<file path="config.mk">
export PLATFORM = sky130hd
export DESIGN_NAME = codegen_sched
export DESIGN_NICKNAME = d
export VERILOG_FILES = /design/src/rtl/codegen_pkg.sv /design/src/rtl/rr_arb2.sv /design/src/rtl/codegen_sched.sv
export SDC_FILE = /design/constraint.sdc
export NUM_CORES = 1
export LEC_CHECK = 0
export CORE_ASPECT_RATIO = 1.75
export CORE_MARGIN = 5
export CORE_UTILIZATION = 46
export DETAILED_ROUTE_END_ITERATION = 8
export PLACE_DENSITY = 0.94
export SLEW_MARGIN = 20
export SYNTH_ARGS = -nofsm -noshare
export SYNTH_HDL_FRONTEND = slang
export SYNTH_SLANG_ARGS = --single-unit
</file>
<file path="constraint.sdc">
create_clock -name clk -period 4.65 [get_ports clk]
set_input_delay 0.6975 -clock clk [delete_from_list [all_inputs] [get_ports clk]]
set_output_delay 0.6975 -clock clk [all_outputs]
set_load 0.02 [all_outputs]
</file>
<file path="src/rtl/codegen_pkg.sv">
// -----------------------------------------------------------------------------
// codegen_pkg
// Shared definitions for the code-generator scheduler:
//   - default widths for the code counter, output word and burst length
//   - burst FSM state enum
//   - requester index type and a one-hot to index helper
// -----------------------------------------------------------------------------
package codegen_pkg;

   localparam int unsigned CNT_W_DEF  = 16;
   localparam int unsigned DATA_W_DEF = 32;
   localparam int unsigned LEN_W_DEF  = 8;

   typedef enum logic {
      ST_IDLE  = 1'b0,
      ST_BURST = 1'b1
   } state_t;

   // Two requesters, so one bit identifies either of them.
   typedef logic req_idx_t;

   // Index of the asserted bit in a two-bit one-hot grant.
   function automatic req_idx_t onehot_to_idx(input logic [1:0] oh);
      return req_idx_t'(oh[1]);
   endfunction

endpackage : codegen_pkg

</file>
<file path="src/rtl/rr_arb2.sv">
// -----------------------------------------------------------------------------
// rr_arb2
// Two-way round-robin arbiter. A lone requester always wins; when both
// request, the holder of the priority pointer wins. When advance is high
// and a grant is produced, the pointer moves to the requester that lost.
//
// Ports:
//   clk      in   clock, rising edge
//   rst      in   synchronous active-high reset (pointer -> requester 0)
//   req      in   [1:0] request vector
//   advance  in   commit the current grant and update the pointer
//   gnt      out  [1:0] combinational one-hot grant (0 when req == 0)
// -----------------------------------------------------------------------------
module rr_arb2
   import codegen_pkg::*;
(
   input  logic       clk,
   input  logic       rst,
   input  logic [1:0] req,
   input  logic       advance,
   output logic [1:0] gnt
);

   req_idx_t ptr_q;

   // NOTE: every signal written in always_comb gets a default first, so no
   // path through the block leaves it unassigned and no latch is inferred.
   always_comb begin
      gnt = 2'b00;
      unique case (req)
         2'b01:   gnt = 2'b01;
         2'b10:   gnt = 2'b10;
         2'b11:   gnt = (ptr_q == 1'b1) ? 2'b10 : 2'b01;
         default: gnt = 2'b00;
      endcase
   end

   // NOTE: state registers use non-blocking assignments so every flop samples
   // the pre-edge values regardless of block ordering in simulation.
   always_ff @(posedge clk) begin
      if (rst) begin
         ptr_q <= 1'b0;
      end else if (advance && (gnt != 2'b00)) begin
         // Priority goes to the requester that did not win this time.
         ptr_q <= req_idx_t'(~onehot_to_idx(gnt));
      end
   end

endmodule : rr_arb2

</file>
<file path="src/rtl/codegen_sched.sv">
// -----------------------------------------------------------------------------
// codegen_sched
// Burst scheduler for a sequential code generator. Two requesters compete
// (round-robin) for a burst; the winner's seed and length are captured and
// the block streams seed, seed+1, ... (modulo 2^CNT_W) over a valid/ready
// interface until len+1 words have been accepted or abort is raised.
//
// Parameters:
//   CNT_W   code counter width
//   DATA_W  output word width (>= CNT_W), code is zero-extended
//   LEN_W   burst length field width (field holds length minus one)
//
// Ports:
//   clk         in   clock, rising edge
//   rst         in   synchronous active-high reset
//   req         in   [1:0] level requests, held until granted
//   len0/len1   in   burst length minus one, per requester
//   seed0/seed1 in   first code of the burst, per requester
//   abort       in   terminate the active burst
//   gnt         out  [1:0] one-cycle one-hot grant pulse
//   busy        out  burst active
//   out_valid   out  code word valid
//   out_ready   in   consumer accepts the word
//   out_data    out  zero-extended code word
//   out_owner   out  requester owning the current burst
//   out_last    out  final word of the burst
//   stat_words  out  [31:0] handshaked-word counter, only present when the
//                    macro CODEGEN_SCHED_STATS_EN is defined
// -----------------------------------------------------------------------------
module codegen_sched
   import codegen_pkg::*;
#(
   parameter int unsigned CNT_W  = CNT_W_DEF,
   parameter int unsigned DATA_W = DATA_W_DEF,
   parameter int unsigned LEN_W  = LEN_W_DEF
)
(
   input  logic              clk,
   input  logic              rst,
   input  logic [1:0]        req,
   input  logic [LEN_W-1:0]  len0,
   input  logic [LEN_W-1:0]  len1,
   input  logic [CNT_W-1:0]  seed0,
   input  logic [CNT_W-1:0]  seed1,
   input  logic              abort,
   output logic [1:0]        gnt,
   output logic              busy,
   output logic              out_valid,
   input  logic              out_ready,
   output logic [DATA_W-1:0] out_data,
   output logic              out_owner,
   output logic              out_last
`ifdef CODEGEN_SCHED_STATS_EN
   ,
   output logic [31:0]       stat_words
`endif
);

   state_t           state_q;
   state_t           state_d;
   logic [1:0]       arb_gnt;
   logic             start;
   logic             handshake;
   logic             rem_zero;
   req_idx_t         win_idx;
   req_idx_t         owner_q;
   logic [CNT_W-1:0] cnt_q;
   logic [LEN_W-1:0] rem_q;
   logic [1:0]       gnt_q;

   // ---------------------------------------------------------------------
   // Arbitration: only consulted in IDLE, so requests during a burst are
   // ignored and there is always at least one idle cycle between bursts.
   // ---------------------------------------------------------------------
   rr_arb2 u_arb (
      .clk     (clk),
      .rst     (rst),
      .req     (req),
      .advance (start),
      .gnt     (arb_gnt)
   );

   assign win_idx   = onehot_to_idx(arb_gnt);
   assign handshake = (state_q == ST_BURST) && out_ready;
   assign rem_zero  = (rem_q == '0);

   // ---------------------------------------------------------------------
   // FSM: state register
   // ---------------------------------------------------------------------
   always_ff @(posedge clk) begin
      if (rst) begin
         state_q <= ST_IDLE;
      end else begin
         state_q <= state_d;
      end
   end

   // ---------------------------------------------------------------------
   // FSM: next state and burst start strobe
   // ---------------------------------------------------------------------
   always_comb begin
      state_d = state_q;
      start   = 1'b0;
      unique case (state_q)
         ST_IDLE: begin
            // abort has no meaning here and must not suppress a grant.
            if (req != 2'b00) begin
               state_d = ST_BURST;
               start   = 1'b1;
            end
         end
         ST_BURST: begin
            // A word handshaked together with abort still counts; the burst
            // simply ends after it.
            if (abort || (handshake && rem_zero)) begin
               state_d = ST_IDLE;
            end
         end
         default: state_d = ST_IDLE;
      endcase
   end

   // ---------------------------------------------------------------------
   // Datapath: captured burst parameters, code counter, grant pulse
   // ---------------------------------------------------------------------
   always_ff @(posedge clk) begin
      if (rst) begin
         cnt_q   <= '0;
         rem_q   <= '0;
         owner_q <= 1'b0;
         gnt_q   <= 2'b00;
      end else begin
         gnt_q <= start ? arb_gnt : 2'b00;
         if (start) begin
            cnt_q   <= (win_idx == 1'b1) ? seed1 : seed0;
            rem_q   <= (win_idx == 1'b1) ? len1  : len0;
            owner_q <= win_idx;
         end else if (handshake) begin
            // Counter wraps naturally at 2^CNT_W.
            cnt_q <= cnt_q + 1'b1;
            if (!rem_zero) begin
               rem_q <= rem_q - 1'b1;
            end
         end
      end
   end

`ifdef CODEGEN_SCHED_STATS_EN
   logic [31:0] stat_q;

   always_ff @(posedge clk) begin
      if (rst) begin
         stat_q <= '0;
      end else if (handshake) begin
         stat_q <= stat_q + 32'd1;
      end
   end

   assign stat_words = stat_q;
`endif

   // ---------------------------------------------------------------------
   // Outputs: all derived from registers, so they hold steady during stalls.
   // ---------------------------------------------------------------------
   assign busy      = (state_q == ST_BURST);
   assign out_valid = (state_q == ST_BURST);
   assign out_last  = (state_q == ST_BURST) && rem_zero;
   assign out_data  = DATA_W'(cnt_q);
   assign out_owner = owner_q;
   assign gnt       = gnt_q;

endmodule : codegen_sched

</file>
==> impl_metrics.tcl, run 1 <==
set metrics [dict create \
    io_pins 92 \
    cp-start-kind "flop" \
    post_cts_resized 0 \
    wl_um 6600 \
    clock-sinks 29 \
    crit_type "flop to output port" \
    cts_made_buffers 5 \
    finalNonFillerCells 381 \
    drv_cap 0 \
    status "finished, final reports clean" \
    reg2regPathDepth 5 \
    vias 2373 \
    nets 387 \
    ys_warn_count 0 \
    antenna_found_initial 0 \
    insertedDiodeCount 0 \
    clock_path_buffers 2 \
    coreArea_mm2 0.00436 \
    area_growth_pct 36.6 \
    ys.flop_type "dfxtp_1" \
    grt_pass1_wl_um 10400 \
    crit_path_end_kind "output port" \
    gp_congestion 0.873 \
    powerDensity_mw_per_mm2 317 \
    hold_violations 0 \
    wl_per_cell_um 17.3 \
    synth_edf_count 0 \
    syn_area_mm2 0.00207 \
    route.detailed.drc 0 \
    portBuffers 75 \
    clock_latency_ns 0.29 \
    cts_htree_levels 2 \
    start_util 0.473 \
    grt_max_degree 27 \
    holdBufCountCts 0 \
    drtAntennaViolNets 0 \
    cp-endpoint "out_last" \
    dp_hpwl_um 4880 \
    finalCritPeriodShare 0.648 \
    fmax_mhz 332 \
    ys_seq_elements 29 \
    setup_violations 0 \
    die-height_um 98.7 \
    rrSetupSlack_ns 2.30 \
    clk_pin_slew_ns 0.06 \
    fin_crit_ns 3.02 \
    cp.required_ns 3.95 \
    post_cts_buffers 0 \
    dr.pass1.iters 6 \
    r2r-start "busy" \
    async_flop_share 0 \
    overflow 0 \
    synth_area_per_cell_um2 7.77 \
    routed_via_density 6.23 \
    die_w_um 60.7 \
    initialDrtViolationCount 137 \
    die_area_mm2 0.00598 \
    netlist_instances 266 \
    grt_usage 0.222 \
    maxSlewViolCount 0 \
    drive_gt1_frac 0.0485 \
    r2r-end "cnt_q[12]" \
    p_leak_uw 0.00106 \
    tightest_slew_ns 1.04 \
    hold_class "flop to flop" \
    timing.setup.tns_ns 0 \
    cp.arrival_ns 2.32 \
    fp-row-count 32 \
    rsz0062_at_grt "false" \
    cts_root_buffer "clkbuf_8" \
    finalClockSkew_ns 0.00739 \
    yosysSeqAreaShare 0.281 \
    path_max_fanout 5 \
    grt_pass1_vias 2312 \
    relSlewSlack 0.303 \
    tritoncts "done" \
    ir_worst_vdd_uv 214 \
    synth.distinct_cells 59 \
    dp_cells 374 \
    critPathLaunch "rem_q[0]" \
]
-- kinds of logic (layout without fill, tap and decap cells) --
logic type,count (synthesis),after routing,share of synthesized area
buf+inv,42,91,0.115
compound gates,86,86,0.328
fa+ha+maj,3,3,0.0182
flops,29,29,0.281
simple gates,105,105,0.256
other cells,1,16,0.00182
-- cell usage after synthesis (2+ instances only) --
cell | n | area [um2]
a22oi_1 | 5 | 37.5
and4_1 | 3 | 26.3
o32ai_1 | 2 | 17.5
a311oi_1 | 2 | 17.5
a32o_1 | 2 | 20.0
nand2b_1 | 6 | 37.5
a31oi_1 | 8 | 50.1
a221oi_1 | 5 | 43.8
o21ai_0 | 7 | 35.0
clkbuf_1 | 9 | 33.8
buf_2 | 7 | 35.0
ha_1 | 3 | 37.5
o21a_1 | 2 | 15.0
and2_1 | 6 | 37.5
a211oi_2 | 2 | 25.0
nor2b_1 | 2 | 12.5
and3_1 | 4 | 25.0
or3_1 | 5 | 31.3
dfxtp_1 | 29 | 581
a32oi_1 | 3 | 26.3
nand2_1 | 11 | 41.3
a222oi_1 | 5 | 50.1
a211oi_1 | 4 | 30.0
nor2_1 | 33 | 124
buf_4 | 17 | 128
a2111oi_0 | 2 | 17.5
nor3_1 | 21 | 105
o221ai_1 | 2 | 17.5
inv_1 | 8 | 30.0
a21oi_1 | 12 | 60.1
a221o_1 | 4 | 40.0
nand3_1 | 8 | 40.0
-- per-layer routing --
layer	GRT usage	up-vias	routed length, um
met1	0.253	1086	2360
met5	0	-	0
li1	-	1112	-
met2	0.360	149	3340
met3	0.0472	26	617
met4	0.139	0	281
-- layout make-up --
cell class	count	area, um2
timing repair buffer	76	758
tap	51	63.8
clock buffer	7	86.3
fill	381	1540
multi-input combinational	210	1300
inverter	8	30.0
sequential	29	581
-- report_power, final --
part | switching [uW] | internal [uW]
clock | 98.4 | 117
combinational | 185 | 171
sequential | 43.8 | 281
total | 327 | 569
-- cells in the final DEF (no fill, tap or decap), types with 2 or more instances in the layout --
cell | Yosys | layout
a311oi_1 | 2 | 2
inv_1 | 8 | 8
a32o_1 | 2 | 2
nand3_1 | 8 | 8
a32oi_1 | 3 | 3
a21oi_1 | 12 | 12
clkdlybuf4s50_1 | 0 | 75
nor2b_1 | 2 | 2
nand2b_1 | 6 | 6
and4_1 | 3 | 3
or3_1 | 5 | 5
o21ai_0 | 7 | 7
nor3_1 | 21 | 21
ha_1 | 3 | 3
o221ai_1 | 2 | 2
o21a_1 | 2 | 2
a2111oi_0 | 2 | 2
a222oi_1 | 5 | 5
conb_1 | 1 | 16
a211oi_2 | 2 | 2
o32ai_1 | 2 | 2
dfxtp_1 | 29 | 29
a22oi_1 | 5 | 5
and2_1 | 6 | 6
and3_1 | 4 | 4
clkbuf_8 | 0 | 6
a221o_1 | 4 | 4
a31oi_1 | 8 | 8
a221oi_1 | 5 | 5
nand2_1 | 11 | 11
nor2_1 | 33 | 33
a211oi_1 | 4 | 4
-- metrics by stage --
| step | setup WS, ns | total power [uW] | utilization | instance area (um2) | hold WS [ns] |
|---|---|---|---|---|---|
| 3_5_place_dp | 1.70 | 680 | 0.627 | 2740 | 0.479 |
| 6_report | 1.63 | 896 | 0.647 | 2820 | 0.487 |
| 3_3_place_gp | 1.77 | 669 | 0.627 | 2740 | 0.468 |
| 4_1_cts | 1.64 | 893 | 0.647 | 2820 | 0.489 |
| 5_1_grt | 1.52 | 948 | 0.647 | 2820 | 0.509 |
| 2_1_floorplan | 2.57 | 563 | - | 2120 | 0.471 |
-- flip-flops by register name, summed over array words and instances, names as in the netlist --
register	count
busy	1
cnt_q	16
u_arb.ptr_q	1
gnt	2
out_owner	1
rem_q	8
-- worst min path at each step --
stage | startpoint | slack (ns) | cells past startpoint | end
after floorplan | u_arb.ptr_q | 0.47 | 2 | u_arb.ptr_q
after global placement | cnt_q[15] | 0.47 | 2 | cnt_q[15]
after detailed placement | cnt_q[15] | 0.48 | 2 | cnt_q[15]
after CTS | cnt_q[15] | 0.49 | 2 | cnt_q[15]
after global routing | cnt_q[15] | 0.51 | 2 | cnt_q[15]
final | out_owner | 0.49 | 2 | out_owner
-- worst max-delay path: stages, from the launching register on --
cell             delay, ns
dfxtp_1               0.34
inv_1                 0.10
ha_1                  0.14
or4b_4                0.48
nor2_1                0.22
and2_1                0.15
clkdlybuf4s50_1       0.60
Power figures use the tool's default switching activity.
==> inputs of run 2 (changes only) <==
- CORE_UTILIZATION: 46 -> 42
- PLACE_DENSITY: 0.94 -> 0.87
- clock period: 4.65 -> 2.9 ns (I/O delays scaled with it)
==> run 2 against run 1 <==
Effect of this change:
- global-route usage down 2.0 points
- non-clock buffer count up 5
- sequential share of layout area down 0.28 points
- via count about the same
- critical path type unchanged
- routed wire length about the same
- utilization down 4.4 points
- final cell count up 1.6%
- worst hold slack better by 0.00053 ns
==> impl_metrics.tcl, run 2 (synthesized netlist as in run 1, its figures left out) <==
set metrics [dict create \
    power.internal_uw 919 \
    area_growth_pct 38.5 \
    combPwrFrac 0.403 \
    drv_cap 0 \
    finalCritPeriodShare 0.936 \
    wl_per_cell_um 17.0 \
    tightest_slew_ns 0.679 \
    grt_pass1_wl_um 10600 \
    cts_made_buffers 5 \
    die-height_um 103 \
    holdBufCountCts 0 \
    grt_max_degree 26 \
    fmax_mhz 369 \
    dr.pass1.iters 6 \
    regMostFlops "cnt_q" \
    overflow 0 \
    start_util 0.435 \
    drive_gt1_frac 0.0627 \
    cp.arrival_ns 2.28 \
    slowest_delay_ns 0.60 \
    hold_path_depth 2 \
    worstPathCellList "inv_1 -> ha_1 -> or4b_4 -> nor2_1 -> and2_1 -> clkdlybuf4s50_1" \
    final_cell_area_mm2 0.00286 \
    crit_buf_inv 2 \
    clock-sinks 29 \
    grt_usage 0.202 \
    insertedDiodeCount 0 \
    cts_root_buffer "clkbuf_8" \
    hold_class "flop to flop" \
    setup_violations 0 \
    sequentialPowerShare 0.359 \
    wl_um 6600 \
    rrSetupSlack_ns 0.80 \
    final_cell_mix "clkdlybuf4s50_1, nor2_1, dfxtp_1" \
    crit_type "flop to output port" \
    clk_pin_slew_ns 0.07 \
    r2r-start "busy" \
    critPathLaunch "rem_q[0]" \
    fillers 426 \
    cp-start-kind "flop" \
    post_cts_buffers 0 \
    clock_path_buffers 2 \
    portBuffers 75 \
    die_area_mm2 0.00648 \
    io_pins 92 \
    swShare 0.362 \
    fin_crit_ns 2.71 \
    ir_worst_vdd_uv 439 \
    cts_htree_levels 2 \
    drtAntennaViolNets 0 \
    fp-row-count 33 \
    p_sw_uw 523 \
    crit_family "simple AND/OR/NAND/NOR gates" \
    dp_cells 380 \
    final_common_cell "clkdlybuf4s50_1" \
    timing.setup.tns_ns 0 \
    clock_latency_ns 0.29 \
    path_max_fanout 5 \
    largest_register_ffs 16 \
    powerDensity_mw_per_mm2 504 \
    pwr-share-clk 0.239 \
    fin_hold_ws_ns 0.487 \
    cp_slowest_cell "clkdlybuf4s50_1" \
    coreArea_mm2 0.00475 \
    hold_violations 0 \
    routed_via_density 6.13 \
    crit_path_end_kind "output port" \
    relSlewSlack 0.547 \
    p_leak_uw 0.00108 \
    gp_congestion 0.862 \
    finalNonFillerCells 387 \
    grt_pass1_vias 2306 \
    place_area_mm2 0.00278 \
    reg2regPathDepth 6 \
    nets 392 \
    vias 2371 \
    finalClockSkew_ns 0.00758 \
    initialDrtViolationCount 147 \
    rsz0062_at_grt "false" \
    maxSlewViolCount 0 \
    hold_path_startpoint "cnt_q[15]" \
    r2r-end "cnt_q[10]" \
    antenna_found_initial 0 \
    tritoncts "done" \
    die_w_um 63.0 \
    route.detailed.drc 0 \
    status "finished, final reports clean" \
    hold_path_end "cnt_q[15]" \
    dp_hpwl_um 4860 \
    post_cts_resized 0 \
    cp.required_ns 2.47 \
]
==> run 2: cell type report <==
cell class	instances	area, um2	share of cell area
multi-input combinational	210	1300	0.456
timing repair buffer	81	796	0.278
sequential	29	581	0.203
clock buffer	7	86.3	0.0302
tap	52	65.1	0.0227
inverter	8	30.0	0.0105
==> run 2: metrics by stage <==
stage	util	power [uW]	setup WS, ns
6_report	0.603	1440	0.186
5_1_grt	0.603	1530	0.0742
4_1_cts	0.603	1440	0.166
3_5_place_dp	0.584	1100	0.429
3_3_place_gp	0.584	1080	0.473
2_1_floorplan	-	903	1.07
==> run 2: power groups by stage <==
stage / Clock [uW] / Sequential [uW] / Combinational, uW
after floorplan: 0 / 538 / 365
after global placement: 0 / 521 / 563
after detailed placement: 0 / 523 / 573
after CTS: 348 / 515 / 580
after global routing: 367 / 527 / 633
final: 344 / 517 / 580
==> run 2: how the worst max path moves through the flow <==
stage,endpoint,slack [ns],cells after the start
2_1_floorplan,rem_q[2],1.07,7
3_3_place_gp,cnt_q[12],0.47,6
3_5_place_dp,cnt_q[12],0.43,6
4_1_cts,out_last,0.17,6
5_1_grt,out_last,0.07,6
6_report,out_last,0.19,6
==> run 2: routing by layer <==
layer  track usage  wire (um)  vias up
met1         0.215       2400     1101
li1              -          -     1120
met5             0          0        -
met3        0.0513        655       14
met2         0.375       3390      136
met4        0.0833        144        0
==> run 2: tightest hold or removal path, stage by stage (launching register included) <==
cell and delay [ns]:
dfxtp_1 0.31, inv_1 0.07, a211oi_1 0.06
